==> src/rtl/mem_arb_pkg.sv <==
// Shared types for the two-port memory arbiter: FSM states, request latch
// layout and the requester id.
package mem_arb_pkg;

    localparam int unsigned REQ_DATA_WIDTH = 32;

    typedef enum logic [1:0] {
        IDLE,
        ACCESS,
        RESP
    } state_t;

    // 0 = instruction fetch, 1 = load/store unit
    typedef logic port_id_t;

    typedef struct packed {
        logic                      write;
        logic [REQ_DATA_WIDTH-1:0] addr;
        logic [REQ_DATA_WIDTH-1:0] wdata;
    } mem_req_t;

endpackage

==> src/rtl/rr_arbiter2.sv <==
// Two-way round-robin grant: on a tie the port that did not win last time
// is granted; last_grant only moves when a grant is actually taken.
module rr_arbiter2
    import mem_arb_pkg::*;
(
    input  logic       clk,
    input  logic       rst_n,
    input  logic [1:0] valid,
    input  logic       update,
    input  port_id_t   update_id,
    output logic [1:0] grant
);

    port_id_t last_grant;

    // NOTE: clocked state uses non-blocking assignments so every register
    // samples pre-edge values regardless of process evaluation order.
    always_ff @(posedge clk or negedge rst_n) begin
        if (!rst_n) begin
            last_grant <= 1'b1;
        end else if (update) begin
            last_grant <= update_id;
        end
    end

    // NOTE: the default assignment first keeps this block free of latches
    // even when no branch below overrides it.
    always_comb begin
        grant = valid;
        if (&valid) begin
            grant = last_grant ? 2'b01 : 2'b10;
        end
    end

endmodule

==> src/rtl/mem_arbiter.sv <==
// Shares one fixed-latency single-port memory between instruction fetch
// (port 0) and the load/store unit (port 1), one transaction at a time.
module mem_arbiter
    import mem_arb_pkg::*;
#(
    parameter int unsigned DATA_WIDTH  = REQ_DATA_WIDTH,
    parameter int unsigned MEM_LATENCY = 2,
    parameter int unsigned CNT_WIDTH   = 4
) (
    input  logic                  clk,
    input  logic                  rst_n,

    input  logic                  req0_valid_i,
    input  logic                  req0_write_i,
    input  logic [DATA_WIDTH-1:0] req0_addr_i,
    input  logic [DATA_WIDTH-1:0] req0_wdata_i,
    output logic                  req0_ready_o,
    output logic                  resp0_valid_o,
    output logic [DATA_WIDTH-1:0] resp0_rdata_o,

    input  logic                  req1_valid_i,
    input  logic                  req1_write_i,
    input  logic [DATA_WIDTH-1:0] req1_addr_i,
    input  logic [DATA_WIDTH-1:0] req1_wdata_i,
    output logic                  req1_ready_o,
    output logic                  resp1_valid_o,
    output logic [DATA_WIDTH-1:0] resp1_rdata_o,

    output logic                  mem_en_o,
    output logic                  mem_we_o,
    output logic [DATA_WIDTH-1:0] mem_addr_o,
    output logic [DATA_WIDTH-1:0] mem_wdata_o,
    input  logic [DATA_WIDTH-1:0] mem_rdata_i,

    output logic                  busy_o
);

    state_t                state;
    state_t                next_state;
    logic [CNT_WIDTH-1:0]  cnt;
    mem_req_t              req_q;
    mem_req_t              req_in;
    port_id_t              port_q;
    logic [DATA_WIDTH-1:0] rdata0_q;
    logic [DATA_WIDTH-1:0] rdata1_q;
    logic [1:0]            grant;
    logic                  hs0;
    logic                  hs1;
    logic                  handshake;
    logic                  last_beat;

    assign hs0       = req0_valid_i & req0_ready_o;
    assign hs1       = req1_valid_i & req1_ready_o;
    assign handshake = hs0 | hs1;
    assign last_beat = (state == ACCESS) && (cnt == CNT_WIDTH'(MEM_LATENCY - 1));

    rr_arbiter2 u_rr_arbiter2 (
        .clk       (clk),
        .rst_n     (rst_n),
        .valid     ({req1_valid_i, req0_valid_i}),
        .update    (handshake),
        .update_id (hs1),
        .grant     (grant)
    );

    always_ff @(posedge clk or negedge rst_n) begin
        if (!rst_n) begin
            state <= IDLE;
        end else begin
            state <= next_state;
        end
    end

    always_comb begin
        next_state = state;
        unique case (state)
            IDLE:    if (handshake) next_state = ACCESS;
            ACCESS:  if (last_beat) next_state = RESP;
            RESP:    next_state = IDLE;
            default: next_state = IDLE;
        endcase
    end

    // Ready is qualified by rst_n so both readies read 0 while reset is held.
    always_comb begin
        req0_ready_o  = rst_n && (state == IDLE) && grant[0];
        req1_ready_o  = rst_n && (state == IDLE) && grant[1];
        mem_en_o      = (state == ACCESS);
        mem_we_o      = (state == ACCESS) && req_q.write;
        resp0_valid_o = (state == RESP) && (port_q == 1'b0);
        resp1_valid_o = (state == RESP) && (port_q == 1'b1);
        busy_o        = (state != IDLE);
    end

    always_comb begin
        req_in = hs1 ? '{write: req1_write_i, addr: req1_addr_i, wdata: req1_wdata_i}
                     : '{write: req0_write_i, addr: req0_addr_i, wdata: req0_wdata_i};
    end

    // NOTE: the datapath registers are reset too, because every one of them
    // drives an output that must read 0 out of reset.
    always_ff @(posedge clk or negedge rst_n) begin
        if (!rst_n) begin
            req_q    <= '0;
            port_q   <= 1'b0;
            cnt      <= '0;
            rdata0_q <= '0;
            rdata1_q <= '0;
        end else begin
            if (handshake) begin
                req_q  <= req_in;
                port_q <= hs1;
                cnt    <= '0;
            end else if (state == ACCESS) begin
                cnt <= cnt + 1'b1;
            end
            // Writes acknowledge with zero data; each port keeps its own
            // last response so the idle port's bus does not change.
            if (last_beat) begin
                if (port_q) begin
                    rdata1_q <= req_q.write ? '0 : mem_rdata_i;
                end else begin
                    rdata0_q <= req_q.write ? '0 : mem_rdata_i;
                end
            end
        end
    end

    assign mem_addr_o    = req_q.addr;
    assign mem_wdata_o   = req_q.wdata;
    assign resp0_rdata_o = rdata0_q;
    assign resp1_rdata_o = rdata1_q;

endmodule

==> config.mk <==
export PLATFORM = sky130hd
export DESIGN_NAME = mem_arbiter
export DESIGN_NICKNAME = d
export VERILOG_FILES = /design/src/rtl/mem_arb_pkg.sv /design/src/rtl/rr_arbiter2.sv /design/src/rtl/mem_arbiter.sv
export SDC_FILE = /design/constraint.sdc
export NUM_CORES = 1
export LEC_CHECK = 0
export BUFFER_PORTS_ARGS = -buffer_cell sky130_fd_sc_hd__buf_2
export CELL_PAD_IN_SITES_DETAIL_PLACEMENT = 0
export CELL_PAD_IN_SITES_GLOBAL_PLACEMENT = 1
export CORE_MARGIN = 5
export CORE_UTILIZATION = 25
export CTS_BUF_LIST = sky130_fd_sc_hd__clkbuf_4
export DETAILED_ROUTE_END_ITERATION = 8
export PLACE_DENSITY_LB_ADDON = 0.1
export SYNTH_ARGS = -nofsm -noshare
export SYNTH_HDL_FRONTEND = slang
export SYNTH_HIERARCHICAL = 1
export SYNTH_SLANG_ARGS = --single-unit
==> constraint.sdc <==
create_clock -name clk -period 2.3 [get_ports clk]
set_input_delay 0.115 -clock clk [delete_from_list [all_inputs] [get_ports clk]]
set_output_delay 0.115 -clock clk [all_outputs]
set_load 0.1 [all_outputs]
# Word-level counts from Yosys, hierarchy flattened
# Index checks and enable logic that the tools add are counted.
totals:
  regBits: 137
  in_bits: 166
  output_inout_bits: 135
op_classes:
  n_addsub: 1
  n_eq_ne: 5
  muxes: 9
  bitwise: 4
  n_reduce_logical: 14
op_table:
  columns: ["operator", "n"]
  rows:
  - ["$mux 65", 1]
  - ["$mux 32", 1]
  - ["$mux 2", 4]
  - ["$mux 4", 2]
  - ["$reduce_and 2->1", 4]
  - ["$logic_and 1x1->1", 7]
  - ["$add 4x1->4 const B", 1]
  - ["$eq 4x1->1 const B", 1]
  - ["$pmux 2 s2", 1]
  - ["$reduce_bool 2->1", 2]
  - ["$and 1x1->1", 2]
  - ["$eq 2x1->1 const B", 1]
  - ["$eq 2x2->1 const B", 1]
  - ["$logic_not 2->1", 1]
  - ["$ne 2x1->1 const B", 1]
  - ["$ne 2x2->1 const B", 1]
  - ["$not 1->1", 1]
  - ["$or 1x1->1", 1]

# Longest topological paths before layout
# Gate-level depths: netlist of run 1.
logic_depth:
  depth_word: 7
  mapped_depth: 10
  depth_no_buf: 7

# Hierarchy
# The synthesis of run 1 kept the hierarchy.
modules_own_cells:
  columns: ["mod", "n_inst", "cells_each", "area_per_inst_um2", "seq_area_each_um2"]
  rows:
  - ["mem_arbiter", 1, 584, 7040.5, 3403.3]
  - ["rr_arbiter2", 1, 6, 61.3, 26.3]

# Least setup slack after synthesis of run 1
# OpenSTA, ideal clock, no wires.
synth_timing:
  path_kind: "reg2out"
  startpoint: "register port_q"
  endpoint: "output resp0_valid_o"
  arrival_time_ns: 2.655
  setup_slack_ns: -0.470
  path_stages_with_launch: 2
  n_path_buf: 0
  path_cell_list: "dfrtp_1 nor3b_1"
synth_between:
  elab_chain_len: 2
synth_rtl:
  columns: ["element", "line_no", "rtl"]
  rows:
  - ["from (decl)", "mem_arbiter.sv:43", "port_id_t port_q;"]
  - ["from (signal assigned)", "mem_arbiter.sv:112", "port_q <= hs1;"]
  - ["$not 1->1 (no source line)", null, null]
  - ["$logic_and 1x1->1", "mem_arbiter.sv:90", "resp0_valid_o = (state == RESP) && (port_q == 1'b0);"]
  - ["to (decl)", "mem_arbiter.sv:18", "output logic resp0_valid_o,"]
# No other way between the ends.

# Worst setup path in the final report of run 1
layout_timing:
  startpoint: "register state[1]"
  endpoint: "output req1_ready_o"
layout_between:
  elab_chain_len: 3
layout_rtl:
  columns: ["element", "line_no", "rtl"]
  rows:
  - ["from (decl)", "mem_arbiter.sv:38", "state_t state;"]
  - ["from (signal assigned)", "mem_arbiter.sv:70", "state <= next_state;"]
  - ["$logic_not 2->1", "mem_arbiter.sv:87", "req1_ready_o = rst_n && (state == IDLE) && grant[1];"]
  - ["$logic_and 1x1->1 (2 in series)", "mem_arbiter.sv:87", null]
  - ["to (decl)", "mem_arbiter.sv:25", "output logic req1_ready_o,"]
# No other way between the ends.

==> out/results.txt, run 1 <==
clock period minus worst slack = 2.13 ns
Mapped Cells = 590
Max H-tree Level = 4
Post-synth ARST share = 100%
Post-Route WL = 25.1 mm
sequential element share of the synthesized area = 48.3%
synth warn = 6
ys flop type = dfrtp_1
DR vias/cell = 4.64
Setup crit end kind = primary output
crit path DAT = 2.01 ns
core area = 27,900 um2
M1 GR Usage = 19.1%
dpl hpwl = 15.9 mm
GRT Resource Usage Total = 15.4%
Yosys reg bits = 137
Max Cap Viol = 0
die height = 179 um
HP Class = in2async
CTS Sinks = 137
Starting DRT DRC Count = 288
Worst-path clk slew = 0.16 ns
Pins Over Slew Limit = 0
GRT overflow = 0
I/O pin total = 301
library cells used by synthesis = 42
PostCTS Resize Cnt = 0
most frequent cells in the layout = 296 x buf_2, 164 x dlygate4sd3_1, 136 x dfrtp_1
Post-synth EDFFs = 0
clock root buffer master = clkbuf_4
Final Skew = 0.0303 ns
largest net degree at the start of global routing = 115
Pre-antenna DRT Iters = 4
share of layout cells above drive strength 1 = 43.4%
crit-path max FO = 20
cts bufs inserted = 17
fill cell count = 2,809
Synth area leaders = dfrtp_1 48%, mux2_2 9.4%, a32o_1 9.2%
commonest non-fill, non-tap cell in the layout = buf_2
FP Rows = 61
Initial Util = 25.4%
RSZ-0062 raised after global routing = no
area share of the leading cell type in the synthesized netlist = 47.9%
M2 GR Usage = 26.1%
Req. time, crit path = 2.18 ns
first-pass GRT wire length = 38.7 mm
leading area contributor after synthesis = dfrtp_1
Worst-Margin Slew = 1.11 ns
DRT antenna net count = 0
die footprint = 31,900 um2
nets = 1,142
Residual DRC = 0
met3 Track Usage GR = 4.15%
Max Freq = 470 MHz
setup TNS = 0 ns
netlist area before placement = 7100 um2
area grow syn2layout = 49.2%
via count = 6,348
antenna violations before repair = 2
die width = 179 um
final hold vios = 0
CTS tree = yes
clk buf depth = 2
Routed WL per cell = 18.3 um
CP startpoint kind = flop
Rel. slew slack = 25.9%
status = complete, no violations
Port Buf Inserts = 300
vias in the first global route = 6,989
synthesized area per cell = 12.0 um2
Final setup viols = 0
GP Congestion = 0.738
Skew-Pair Late Insertion Delay = 0.55 ns
Net Count, Synth = 758
final period utilization = 92.5%
path type of the worst setup path = reg2out
global route hottest layer = met2
[state kept, by name (all words and copies together) (netlist names)]
| register | flops |
|---|---|
| state | 2 |
| mem_addr_o | 32 |
| mem_wdata_o | 32 |
| resp0_rdata_o | 32 |
| port_q | 1 |
| cnt | 4 |
| resp1_rdata_o | 32 |
| req_q | 1 |
| u_rr_arbiter2/last_grant | 1 |
[final cells by class]
cell class                      count  area (um2)  area share [%]
Sequential cell                   137        3430            32.4
Inverter                            4        15.0           0.142
Timing Repair Buffer              488        3470            32.8
Tap cell                          378         473            4.46
Antenna cell                        2        5.00          0.0472
Multi-Input combinational cell    326        2920            27.6
Clock buffer                       17         128            1.20
Clock inverter                     15         153            1.44
[kinds of logic (layout without fill, tap and decap cells)]
kind of cell,Yosys count,in the layout,share of synthesized area (%)
compound gates,203,203,25.0
other cells,0,2,0
simple gates,55,55,5.11
flops,137,137,48.3
mux,64,64,10.1
buf+inv,127,524,10.9
fa+ha+maj,2,2,0.352
xor+xnor,2,2,0.247
[path summary, 6_finish.rpt]
| check | start | end | slack, ns | depth (start not counted) |
|---|---|---|---|---|
| setup / recovery | state[1]$_DFFE_PN0P_ | req1_ready_o | 0.17 | 3 |
| hold / removal | rst_n | mem_addr_o[8]$_DFFE_PN0P_ | 0.20 | 3 |
| setup reg to reg | u_rr_arbiter2/last_grant$_DFFE_PN1P_ | mem_addr_o[27]$_DFFE_PN0P_ | 0.25 | 7 |
| hold reg to reg | resp0_rdata_o[6]$_DFFE_PN0P_ | resp0_rdata_o[6]$_DFFE_PN0P_ | 0.50 | 1 |
| max in group asynchronous | rst_n | resp1_rdata_o[31]$_DFFE_PN0P_ | 0.98 | 4 |
| min in group clk | req1_valid_i | u_rr_arbiter2/last_grant$_DFFE_PN1P_ | 0.31 | 6 |
[worst max-delay path: stages, from the launching register on]
cell and delay, ns:
dfrtp_1 0.39, buf_4 0.16, and4bb_2 0.68, buf_12 0.25
[Yosys cell counts (2+ instances only)]
cell type	n
a32o_1	65
buf_6	3
ha_1	2
and2_1	2
mux2_2	59
nor3b_1	2
buf_4	65
nand2_1	4
inv_1	2
dfrtp_1	136
clkbuf_1	27
nor2b_1	32
nor2_1	2
buf_2	24
a21boi_0	65
buf_1	4
mux2_1	5
o22a_1	65
nor3_1	2
inv_2	2
[through the flow]
| stage | cells | hold slack, ns | worst slack, ns | util, % | area (um2) |
|---|---|---|---|---|---|
| finish | 1367 | 0.202 | 0.172 | 37.9 | 10600 |
| detailed placement | 1166 | 0.197 | 0.195 | 30.8 | 8600 |
| global placement | 1166 | 0.193 | 0.254 | 30.8 | 8600 |
| floorplan | 590 | -0.181 | 0.121 | - | 7110 |
| CTS | 1365 | 0.157 | 0.0820 | 37.9 | 10600 |
| global route | 1367 | 0.169 | 0.0187 | 37.9 | 10600 |
[per-layer routing]
layer | vias up | part of all wire [%]
met5 | - | 0
met4 | 0 | 2.3
met3 | 31 | 7.1
met2 | 242 | 49
met1 | 3133 | 42
li1 | 2942 | -
[repair_timing]
| item | 4_1_cts | 5_1_grt |
|---|---|---|
| endpoints found under the setup margin | 1 | 0 |
| hold buffers | 164 | 0 |
| setup buffers | 1 | 0 |
| hold endpoints to repair | 212 | 0 |
Power of run 1 is not shown: default switching activity piles up to over one toggle a cycle in this logic, so the estimate is an artifact.
==> run 2: changes to the inputs <==
--- a/config.mk
+++ b/config.mk
@@ -8,12 +8,10 @@
 export BUFFER_PORTS_ARGS = -buffer_cell sky130_fd_sc_hd__buf_2
 export CELL_PAD_IN_SITES_DETAIL_PLACEMENT = 0
 export CELL_PAD_IN_SITES_GLOBAL_PLACEMENT = 1
-export CORE_MARGIN = 5
+export CORE_MARGIN = 1
 export CORE_UTILIZATION = 25
-export CTS_BUF_LIST = sky130_fd_sc_hd__clkbuf_4
 export DETAILED_ROUTE_END_ITERATION = 8
 export PLACE_DENSITY_LB_ADDON = 0.1
 export SYNTH_ARGS = -nofsm -noshare
 export SYNTH_HDL_FRONTEND = slang
-export SYNTH_HIERARCHICAL = 1
 export SYNTH_SLANG_ARGS = --single-unit
==> out/results.txt, run 2 <==
status = complete, no violations
Skew-Pair Late Insertion Delay = 0.43 ns
Synth area leaders = dfrtp_1 50%, buf_4 7.0%, mux2_4 6.6%
Pins Over Slew Limit = 0
Residual DRC = 0
Routed WL per cell = 16.8 um
vias in the first global route = 6,598
Max Cap Viol = 0
DR vias/cell = 4.68
Final Skew = 0.0138 ns
core area = 26,900 um2
area share of the leading cell type in the synthesized netlist = 49.7%
Final setup viols = 0
Worst-path clk slew = 0.07 ns
dpl hpwl = 14.4 mm
GRT Resource Usage Total = 16.5%
nets = 1,166
crit path DAT = 2.43 ns
path type of the worst setup path = reg2reg
CTS Sinks = 137
Worst-Margin Slew = 0.688 ns
Slowest-stage cell, CP = or3_2
FP Rows = 60
Net Count, Synth = 823
Pre-antenna DRT Iters = 7
Largest stage delay, worst path = 0.45 ns
most frequent cell after synthesis = dfrtp_1
PostCTS Resize Cnt = 0
cts bufs inserted = 17
fill cell count = 2,705
most frequent cells in the layout = 296 x buf_2, 136 x dfrtp_1, 131 x dlygate4sd3_1
Setup crit end kind = flop
via count = 6,330
multi-input combinational cell area = 2680 um2
RSZ-0062 raised after global routing = no
die width = 167 um
library cells used by synthesis = 33
CP startpoint kind = flop
Starting DRT DRC Count = 319
die footprint = 28,000 um2
share of layout cells above drive strength 1 = 41.3%
Max H-tree Level = 4
I/O pin total = 301
Rel. slew slack = 54.2%
synth warn = 0
worst slack, placed = 0.162 ns
Yosys reg bits = 137
final period utilization = 92.5%
clock period minus worst slack = 2.13 ns
final hold vios = 0
Post-Route WL = 22.7 mm
netlist area before placement = 6840 um2
Post-synth EDFFs = 0
FF+latch area = 3430 um2
first-pass GRT wire length = 36.1 mm
post-layout utilization of the core = 38.0%
antenna violations before repair = 0
Port Buf Inserts = 300
Max Freq = 470 MHz
synth cell count leaders = 136 x dfrtp_1, 67 x a21oi_1, 66 x nand3_1, 66 x o21ai_0, 65 x a31oi_1
clock root buffer master = clkbuf_16
sequential element share of the synthesized area = 50.1%
CTS tree = yes
DRT antenna net count = 0
clk buf depth = 2
fin worst setup slack = 0.173 ns
area grow syn2layout = 49.4%
Inserted Diodes = 0
Post-synth ARST share = 100%
Initial Util = 25.5%
leading area contributor after synthesis = dfrtp_1
crit-path max FO = 32
HP Class = in2reg
ys flop type = dfrtp_1
Mapped Cells = 655
GP Congestion = 0.772
Req. time, crit path = 2.60 ns
die height = 167 um
cells along the critical path = inv_1 > ha_1 > or3b_4 > or3_2 > buf_12 > mux2_1
largest net degree at the start of global routing = 114
synthesized area per cell = 10.4 um2
commonest non-fill, non-tap cell in the layout = buf_2
GRT overflow = 0
==> run 2: cell count changes after synthesis, sizes merged, moves of 64 or more <==
cell    change
a32o       -65
a21boi     -66
nand3      +64
o21ai      +64
o22a       -65
a31oi      +65
a21oi      +67
==> run 2: worst paths after layout <==
check                           cells after the start  slack [ns]                      endpoint                         start
worst min-delay path                                3        0.08  resp0_rdata_o[5]$_DFFE_PN0P_                mem_rdata_i[5]
worst min register to register                      1        0.49  resp0_rdata_o[2]$_DFFE_PN0P_  resp0_rdata_o[2]$_DFFE_PN0P_
min in group asynchronous                           3        0.27          state[1]$_DFFE_PN0P_                         rst_n
max in group asynchronous                           3        1.34   mem_wdata_o[15]$_DFFE_PN0P_                         rst_n
worst max-delay path                                6        0.17  resp1_rdata_o[0]$_DFFE_PN0P_            cnt[1]$_DFFE_PN0P_
worst max register to register                      6        0.17  resp1_rdata_o[0]$_DFFE_PN0P_            cnt[1]$_DFFE_PN0P_
==> run 2: layer usage <==
| metal | vias up | wire, um | global-route usage [%] |
|---|---|---|---|
| li1 | 2976 | - | - |
| met4 | 0 | 416 | 5.58 |
| met1 | 3094 | 9770 | 20.0 |
| met5 | - | 0 | 0 |
| met2 | 235 | 11200 | 28.3 |
| met3 | 25 | 1250 | 4.18 |
==> run 2: worst max-delay path: cells and delay by family (launching register included) <==
kind	cells	cell delay, ns
simple gates	2	0.85
flops	1	0.41
mux	1	0.33
buf+inv	2	0.29
fa+ha+maj	1	0.12
==> run 2: metrics by stage <==
| step | area, um2 | TNS, ns | std cells | hold WS (ns) |
|---|---|---|---|---|
| final | 10200 | 0 | 1352 | 0.0779 |
| after global routing | 10200 | 0 | 1352 | 0.0844 |
| after CTS | 10200 | 0 | 1352 | 0.0579 |
| after detailed placement | 8300 | 0 | 1188 | 0.00621 |
| after global placement | 8300 | 0 | 1188 | 0.00841 |
| after floorplan | 6850 | -0.920 | 655 | -0.181 |
==> run 2: layout make-up <==
type / count / share of cell area, %
inverter: 4 / 0.147
multi-input combinational: 390 / 26.3
sequential: 137 / 33.5
timing repair buffer: 448 / 30.1
tap: 341 / 4.17
clock buffer: 18 / 4.30
clock inverter: 14 / 1.47
==> run 2: timing repair <==
action                    in CTS  in global routing
hold endpoints to repair      89                  0
setup buffers                  0                  0
hold buffers                 132                  0
==> run 2: kinds of logic (layout without fill, tap and decap cells) <==
| kind of cell | count (synthesis) | count (layout) | share of synthesized area, % |
|---|---|---|---|
| compound gates | 204 | 204 | 16.4 |
| xor+xnor | 2 | 2 | 0.256 |
| fa+ha+maj | 2 | 2 | 0.366 |
| buf+inv | 128 | 484 | 11.1 |
| flops | 137 | 137 | 50.1 |
| mux | 64 | 64 | 12.2 |
| simple gates | 118 | 118 | 9.60 |
Power of run 2 is left out for the same reason.
